==> src/rtl/queue_pkg.sv <==
// Shared definitions for the stack/queue buffering blocks: default widths,
// depth derivation and the request decode used by the queue control logic.
package queue_pkg;

    localparam int DEFAULT_DATA_WIDTH = 8;
    localparam int DEFAULT_ADDR_BITS  = 8;

    // Number of entries addressed by an addr_bits-wide pointer
    function automatic int depth_of(input int addr_bits);
        return 1 << addr_bits;
    endfunction

    // Occupancy needs one more bit than the pointers so that DEPTH is representable
    function automatic int count_width_of(input int addr_bits);
        return addr_bits + 1;
    endfunction

    typedef enum logic [1:0] {
        OP_IDLE = 2'b00,
        OP_DEQ  = 2'b01,
        OP_ENQ  = 2'b10,
        OP_BOTH = 2'b11
    } op_e;

endpackage

==> src/rtl/queue_if.sv <==
// Producer/consumer handshake bundle for the queue: the request side drives
// data and enq/deq, the queue side returns data, status and error flags.
interface queue_if #(
    parameter int DATA_WIDTH = 8,
    parameter int ADDR_BITS  = 8
);
    logic [DATA_WIDTH-1:0] data_in;
    logic                  enq;
    logic                  deq;
    logic [DATA_WIDTH-1:0] data_out;
    logic                  overflow;
    logic                  underflow;
    logic                  empty;
    logic                  full;
    logic [ADDR_BITS:0]    count_out;

    modport master (
        output data_in, enq, deq,
        input  data_out, overflow, underflow, empty, full, count_out
    );

    modport slave (
        input  data_in, enq, deq,
        output data_out, overflow, underflow, empty, full, count_out
    );
endinterface

==> src/rtl/queue_mem.sv <==
// Storage array for the queue: synchronous write, asynchronous read, so the
// read of a slot in the same cycle as its overwrite returns the old word.
module queue_mem
    import queue_pkg::*;
#(
    parameter int DATA_WIDTH = DEFAULT_DATA_WIDTH,
    parameter int ADDR_BITS  = DEFAULT_ADDR_BITS
) (
    input  logic                  clk,
    input  logic [ADDR_BITS-1:0]  wr_addr,
    input  logic [DATA_WIDTH-1:0] wr_data,
    input  logic                  wr_en,
    input  logic [ADDR_BITS-1:0]  rd_addr,
    output logic [DATA_WIDTH-1:0] rd_data
);
    localparam int DEPTH = depth_of(ADDR_BITS);

    logic [DATA_WIDTH-1:0] mem [DEPTH];

    always_ff @(posedge clk) begin
        if (wr_en) begin
            mem[wr_addr] <= wr_data;
        end
    end

    assign rd_data = mem[rd_addr];

endmodule

==> src/rtl/queue.sv <==
// Circular FIFO: head/tail pointers wrap naturally, occupancy held in count_reg,
// empty/full decoded from it; sticky overflow/underflow report rejected requests.
module queue
    import queue_pkg::*;
#(
    parameter int DATA_WIDTH = DEFAULT_DATA_WIDTH,
    parameter int ADDR_BITS  = DEFAULT_ADDR_BITS
) (
    input logic   clk,
    input logic   rst,
    queue_if.slave bus
);
    localparam int              DEPTH       = depth_of(ADDR_BITS);
    localparam int              CW          = count_width_of(ADDR_BITS);
    localparam logic [CW-1:0]   DEPTH_COUNT = CW'(DEPTH);

    logic [ADDR_BITS-1:0]  head_reg, tail_reg;
    logic [CW-1:0]         count_reg, count_next;
    logic [DATA_WIDTH-1:0] data_out_reg;
    logic                  overflow_reg, underflow_reg;
    logic                  empty_w, full_w;
    logic                  accept_enq, accept_deq;
    logic [DATA_WIDTH-1:0] rd_data;
    op_e                   op;

    assign empty_w = (count_reg == '0);
    assign full_w  = (count_reg == DEPTH_COUNT);
    assign op      = op_e'({bus.enq, bus.deq});

    // At full a paired dequeue frees the slot being written; at empty the
    // paired dequeue is rejected because there is no bypass path.
    always_comb begin
        accept_enq = 1'b0;
        accept_deq = 1'b0;
        case (op)
            OP_ENQ:  accept_enq = !full_w;
            OP_DEQ:  accept_deq = !empty_w;
            OP_BOTH: begin
                accept_enq = 1'b1;
                accept_deq = !empty_w;
            end
            default: ;
        endcase
    end

    always_comb begin
        count_next = count_reg;
        case ({accept_enq, accept_deq})
            2'b10:   count_next = count_reg + CW'(1);
            2'b01:   count_next = count_reg - CW'(1);
            default: ;
        endcase
    end

    always_ff @(posedge clk or posedge rst) begin
        if (rst) begin
            head_reg      <= '0;
            tail_reg      <= '0;
            count_reg     <= '0;
            data_out_reg  <= '0;
            overflow_reg  <= 1'b0;
            underflow_reg <= 1'b0;
        end else begin
            count_reg <= count_next;
            if (accept_enq) begin
                tail_reg <= tail_reg + ADDR_BITS'(1);
            end
            if (accept_deq) begin
                head_reg     <= head_reg + ADDR_BITS'(1);
                data_out_reg <= rd_data;
            end
            if (bus.enq) begin
                overflow_reg <= !accept_enq;
            end
            if (bus.deq) begin
                underflow_reg <= !accept_deq;
            end
        end
    end

    queue_mem #(
        .DATA_WIDTH (DATA_WIDTH),
        .ADDR_BITS  (ADDR_BITS)
    ) u_mem (
        .clk     (clk),
        .wr_addr (tail_reg),
        .wr_data (bus.data_in),
        .wr_en   (accept_enq),
        .rd_addr (head_reg),
        .rd_data (rd_data)
    );

    assign bus.data_out  = data_out_reg;
    assign bus.overflow  = overflow_reg;
    assign bus.underflow = underflow_reg;
    assign bus.empty     = empty_w;
    assign bus.full      = full_w;
    assign bus.count_out = count_reg;

endmodule

==> src/flat_wrapper.sv <==
// flat-port wrapper written by rule: the top's interface ports become plain ports
module queue_flat import queue_pkg::*;
#(
    parameter int DATA_WIDTH = DEFAULT_DATA_WIDTH,
    parameter int ADDR_BITS  = DEFAULT_ADDR_BITS
)
  (clk, rst, bus_data_in, bus_enq, bus_deq, bus_data_out, bus_overflow, bus_underflow, bus_empty, bus_full, bus_count_out);
  queue_if #(.DATA_WIDTH(DATA_WIDTH), .ADDR_BITS(ADDR_BITS)) bus_i ();
  input logic clk;
  input logic rst;
  input wire logic [$bits(bus_i.data_in)-1:0] bus_data_in;
  input wire logic [$bits(bus_i.enq)-1:0] bus_enq;
  input wire logic [$bits(bus_i.deq)-1:0] bus_deq;
  output wire logic [$bits(bus_i.data_out)-1:0] bus_data_out;
  output wire logic [$bits(bus_i.overflow)-1:0] bus_overflow;
  output wire logic [$bits(bus_i.underflow)-1:0] bus_underflow;
  output wire logic [$bits(bus_i.empty)-1:0] bus_empty;
  output wire logic [$bits(bus_i.full)-1:0] bus_full;
  output wire logic [$bits(bus_i.count_out)-1:0] bus_count_out;
  assign bus_i.data_in = bus_data_in;
  assign bus_i.enq = bus_enq;
  assign bus_i.deq = bus_deq;
  assign bus_data_out = bus_i.data_out;
  assign bus_overflow = bus_i.overflow;
  assign bus_underflow = bus_i.underflow;
  assign bus_empty = bus_i.empty;
  assign bus_full = bus_i.full;
  assign bus_count_out = bus_i.count_out;
  queue #(.DATA_WIDTH(DATA_WIDTH), .ADDR_BITS(ADDR_BITS)) u_core (.clk(clk), .rst(rst), .bus(bus_i));
endmodule
==> config.mk <==
export PLATFORM = sky130hd
export DESIGN_NAME = queue_flat
export DESIGN_NICKNAME = d
export VERILOG_FILES = /design/src/rtl/queue_pkg.sv /design/src/rtl/queue_if.sv /design/src/rtl/queue_mem.sv /design/src/rtl/queue.sv /design/src/flat_wrapper.sv
export SDC_FILE = /design/constraint.sdc
export NUM_CORES = 2
export LEC_CHECK = 0
export CORE_MARGIN = 4
export CORE_UTILIZATION = 40
export DETAILED_ROUTE_END_ITERATION = 12
export PLACE_DENSITY = 0.61
export SETUP_SLACK_MARGIN = 0.2
export SLEW_MARGIN = 20
export SYNTH_ARGS = -nofsm -noshare
export SYNTH_HDL_FRONTEND = slang
export SYNTH_SLANG_ARGS = --single-unit
==> constraint.sdc <==
create_clock -name clk -period 3.6 [get_ports clk]
set_input_delay 0.72 -clock clk [delete_from_list [all_inputs] [get_ports clk]]
set_output_delay 0.72 -clock clk [all_outputs]
set_load 0.02 [all_outputs]
======== Yosys cells after proc, flatten, opt, wreduce, memory -nomap -nowiden ========
Memories as Yosys holds them, arrays and structs flattened. A register that Yosys moved wholly into a read port is not among the register bits.
Index checks and enable logic that the tools add are counted.
operators by class
  add/subtract/negate cells ............... 4
  equal/unequal tests ..................... 6
  multiplexer cells ....................... 5
  reduce and logical (&&, ||, !) cells .... 7
operators with widths
  cell                 number
  $pmux 9 s2           1
  $add 8x1->8 const B  2
  $add 9x1->9 const B  1
  $eq 9x9->1 const B   1
  $logic_not 9->1      1
  $sub 9x1->9 const B  1
  $eq 2x2->1 const B   3
  $eq 2x1->1 const B   2
  $logic_not 1->1      4
  $mux 1               3
  $pmux 1 s2           1
  $reduce_bool 2->1    1
  $reduce_or 2->1      1
storage, ports and cells
  register bits ........................... 27
  memory bits (writable) .................. 2048
  bits of input ports ..................... 12
  output and inout bits ................... 21
  logic and storage cells ................. 28
  memories ................................ 1
memories
  name              depth  bits a word  read ports  clocked after Yosys merged registers in  write ports  line             RTL
  u_core.u_mem.mem  256    8            1           1                                        1            queue_mem.sv:18  logic [DATA_WIDTH-1:0] mem [DEPTH];

======== Logic depth before layout (Yosys ltp) ========
  depth in word-level cells ............... 5
  gate-level depth with buffers ........... 13
  depth with buffers taken out ............ 13

======== Cells and area by module ========
Synthesis repeated with hierarchy kept, for this count alone.
unflattened totals
  cell total of the unflattened synthesis .. 3916
  area, all modules ....................... 81225.4 um^2
by module, submodules not included
  module     times used  cells each  area each (um^2)  sequential area each (um^2)
  queue_mem  1           3725        79396.1           61499.0
  queue      1           191         1829.3            875.8

======== Worst setup path before layout ========
OpenSTA, ideal clock, no wires.
  path kind ............................... flip-flop to flip-flop
  start ................................... reg u_core.count_reg[6] (netlist: u_core.bus.count_out[6])
  end ..................................... reg u_core.count_reg[8] (netlist: u_core.bus.count_out[8])
  data arrival time ....................... 4.043 ns
  required time ........................... 3.520 ns
  slack ................................... -0.524 ns
  cell stages (with the launch flop) ...... 14
  cell sequence ........................... dfrtp_1 -> or4_1 -> nor3_1 -> nand2b_2 -> inv_2 -> ha_1 -> fa_1 -> a21o_1 -> a21oi_1 -> nor2b_1 -> o21a_1 -> o41ai_1 -> mux2i_1 -> xnor2_1
between the ends
  word-level cells in the longest chain between the ends .. 5
  elaborated cells between the ends (all ways) .. 12
ends and longest elaborated chain
  what                                             line                      RTL
  start: declaration                               queue.sv:18               logic [CW-1:0] count_reg, count_next;
  start signal: assignment                         queue.sv:64               count_reg <= count_next;
  $logic_not 9->1 *                                queue.sv:26               assign empty_w = (count_reg == '0);
  named net bus_empty                              flat_wrapper.sv:17        output wire logic [$bits(bus_i.empty)-1:0] bus_empty;
  $logic_not 1->1 *                                queue.sv:37, queue.sv:40
  $mux 1 *                                         --
  named net u_core.accept_deq                      queue.sv:22               logic accept_enq, accept_deq;
  $eq 2x1->1 or $eq 2x2->1 (tied branches)         queue.sv:48               case ({accept_enq, accept_deq})
  $pmux 9 s2 or $reduce_bool 2->1 (tied branches)  --
Mark *: on every way through the listed nets, which the timed path passes. The rest lies on a longest branch.
A chain may end at the register's enable or synchronous reset.

==> flow_metrics.env <==
export IMPL_met2_usage_in_global_routing_pct=31.9
export IMPL_post_dp_hpwl_um=144000
export IMPL_worstSetupStartpointType="register"
export IMPL_internal_power_mw=48.1
export IMPL_power_share_sequential_pct=38.9
export IMPL_crit_path_end_kind="register"
export IMPL_ys_ff_latch=2083
export IMPL_largest_family_of_logic_cells_by_synthesized_area="multiplexers"
export IMPL_number_of_flops_mapped_to_enable_cells_by_yosys=2048
export IMPL_switching_power_total_mw=22.7
export IMPL_post_synth_mux_area_share_pct=15.1
export IMPL_chipWidth_um=460
export IMPL_path_class="register to register"
export IMPL_post_route_min_period_ns=3.36
export IMPL_final_core_util_pct=47.0
export IMPL_worstPathCellList="buf_12 > buf_12 > buf_12 > mux4_2 > mux4_2 > nor2_1 > a211oi_1 > buf_4 > nor3_1 > o32ai_1"
export IMPL_grt_setup_unrepaired="yes"
export IMPL_dp_cells=6857
export IMPL_fin_hold_ws_ns=0.424
export IMPL_grt_pass1_vias=41641
export IMPL_grt_pass1_wl_um=319000
export IMPL_cp_buffers_inverters=4
export IMPL_gpl_final_weighted_congestion=0.879
export IMPL_critical_path_most_common_cell="buf_12"
export IMPL_nNetsFinal=4426
export IMPL_syn_nets=3917
export IMPL_synth_area_mm2=0.0816
export IMPL_route_detailed_wl_per_inst_um=30.7
export IMPL_clock_latency_ns=0.86
export IMPL_synth_avg_cell_area_um2=21.0
export IMPL_routed_wirelength_um=223000
export IMPL_max_slew_margin_pct=27.8
export IMPL_post_synth_fa_ha_maj_area_fraction_pct=0.224
export IMPL_leading_cell_types_in_the_layout_fill_and_taps_excluded="edfxtp_1, mux4_2, buf_4"
export IMPL_share_of_the_synthesized_area_in_compound_gates_ao_oa_aoi_oai_pct=3.14
export IMPL_critical_path_top_delay_family="multiplexers"
export IMPL_synth_xor_area_share_pct=0.226
export IMPL_ys_warnings_count=0
export IMPL_worst_slack_ns=0.242
export IMPL_fin_tns_setup_ns=0
export IMPL_grt_ovfl_total=0
export IMPL_fin_max_slew_vios=0
export IMPL_portion_of_total_power_attributed_to_the_clock_network_pct=29.5
export IMPL_worst_path_max_delay_cell="nor3_1"
export IMPL_mostFrequentLayoutCell="edfxtp_1"
export IMPL_design_core_area_mm2=0.203
export IMPL_power_density_cell_area_mw_per_mm2=744
export IMPL_cp_slowest_stage_delay_ns=0.58
export IMPL_hold_violations=0
export IMPL_cp_arrival_ns=4.05
export IMPL_yosys_most_used_dff="edfxtp_1"
export IMPL_die_height_um=460
export IMPL_nFillCells=16614
export IMPL_first_iter_violations=5366
export IMPL_tritoncts="yes"
export IMPL_die_area_mm2=0.211
export IMPL_setup_viol=0
export IMPL_detailroute_via_count=42246
export IMPL_postSynthCellCount=3891
export IMPL_initial_utilization_pct=40.3
export IMPL_combPwrFrac_pct=31.6
export IMPL_largest_register="u_core.u_mem.mem"
export IMPL_placement_setup_worst_slack_ns=-0.275
export IMPL_p_leak_nw=30.6
export IMPL_detailed_place_area_mm2=0.0884
export IMPL_detail_route_vias_per_cell=5.83
export IMPL_switching_share_pct=32.0
export IMPL_layout_cells_non_filler=7247
export IMPL_holdBufCountCts=0
export IMPL_timing_critical_path_fanout_max=10
export IMPL_tightest_slew_ns=1.08
export IMPL_post_synth_and_or_nand_nor_area_fraction_pct=2.82
export IMPL_min_delay_path_class="primary input to register"
export IMPL_fmax_ghz=0.298
export IMPL_floorplan_rows=165
export IMPL_drc=0
export IMPL_groute_usage_overall_pct=21.0
export IMPL_route_antenna_remaining_nets=0
export IMPL_cts_htree_levels=4
export IMPL_grt_antenna_before_repair=3
export IMPL_design_area_mm2=0.0951
export IMPL_global_route_usage_met1_pct=30.9
export IMPL_io_buffers=32
export IMPL_power_ir_vdd_worst_v=0.000577
export IMPL_clock_sinks=2083
export IMPL_grt_max_degree=105
export IMPL_syn2layout_area_growth_pct=16.6
export IMPL_required_ns=4.29
export IMPL_totalPowerFinal_mw=70.8
export IMPL_ys_async_sr_fraction_pct=1.68
export IMPL_drive_gt1_share_pct=28.1
export IMPL_use_met3_pct=4.16
export IMPL_largest_register_ffs=2048
export IMPL_outcome="complete, no violations"
export IMPL_cts_max_path_buffers=3
export IMPL_root_buffer="clkbuf_16"
export IMPL_synth_seq_area_share_pct=76.5
export IMPL_final_period_utilization_pct=93.3
export IMPL_clock_tree_skew_after_final_layout_ns=0.0579
export IMPL_gr_max_usage_layer="met2"
export IMPL_clk_transition_reported_paths_ns=0.06
export IMPL_cap_viol_max_count=0
export IMPL_cts_made_buffers=204
export IMPL_io_pins=33
export IMPL_post_synth_num_cell_types=77
export IMPL_drt_pass1_iter_count=6
cell usage after synthesis, drive strengths merged (17+ instances only):
library cell	n	share of area [%]
mux2i	148	1.8
nor2	301	1.4
nor2b	19	0.15
clkbuf	75	0.37
xnor2	19	0.20
a22oi	71	0.65
a22o	20	0.21
o22ai	30	0.23
mux4	470	13
a21oi	68	0.42
dfrtp	35	1.1
edfxtp	2048	75
nand3	34	0.21
buf	153	1.5
nand2	118	0.54
a211oi	17	0.16
o21ai	35	0.21
a221oi	35	0.38
power groups by stage:
| stage | clock network (mW) | registers (mW) | logic, mW |
|---|---|---|---|
| floorplan | 0 | 27.8 | 12.8 |
| global placement | 0 | 28.2 | 21.8 |
| detailed placement | 0 | 28.2 | 21.9 |
| CTS | 21.2 | 27.6 | 22.3 |
| global route | 22.3 | 27.6 | 23.2 |
| finish | 20.9 | 27.5 | 22.4 |
final timing paths:
path,end,depth (start not counted),start,slack [ns]
worst min register to register,u_core.tail_reg[2],1,u_core.tail_reg[2],0.52
worst max-delay path,u_core.bus.data_out[5],10,u_core.head_reg[0],0.24
worst max register to register,u_core.bus.data_out[5],10,u_core.head_reg[0],0.24
min in group asynchronous,u_core.bus.data_out[7],2,rst,0.46
max in group asynchronous,u_core.head_reg[2],2,rst,2.37
worst min-delay path,u_core.u_mem.mem[130][7],1,bus_data_in[7],0.42
logic make-up after synthesis:
logic type	count (synthesis)
and+or+nand+nor	541
buffers and inverters	242
xor gates and xnor gates	21
AOI/OAI and AO/OA	360
DFF	2083
adders and majority gates	14
muxes	630
area by class of cell:
cell class                      count  area, um^2  area share [%]
Sequential cell                  2083       62400            65.6
Multi-Input combinational cell   1566       17700            18.6
Clock buffer                      251        5320            5.60
Timing Repair Buffer              534        5120            5.38
Tap cell                         2672        3340            3.51
Clock inverter                    128        1220            1.29
Inverter                           11        46.3          0.0487
Antenna cell                        2        5.00         0.00526
what timing repair did:
action                                  CTS  global route
endpoints found under the setup margin   10             5
gates resized for setup                   3             3
pin swaps                                 0             1
setup buffers                             8             1
layer usage:
metal,vias to the layer above,wire [um]
met1,22622,93900
li1,17261,-
met3,359,19200
met2,2004,102000
met5,-,0
met4,0,7100
Power figures use the tool's default switching activity.
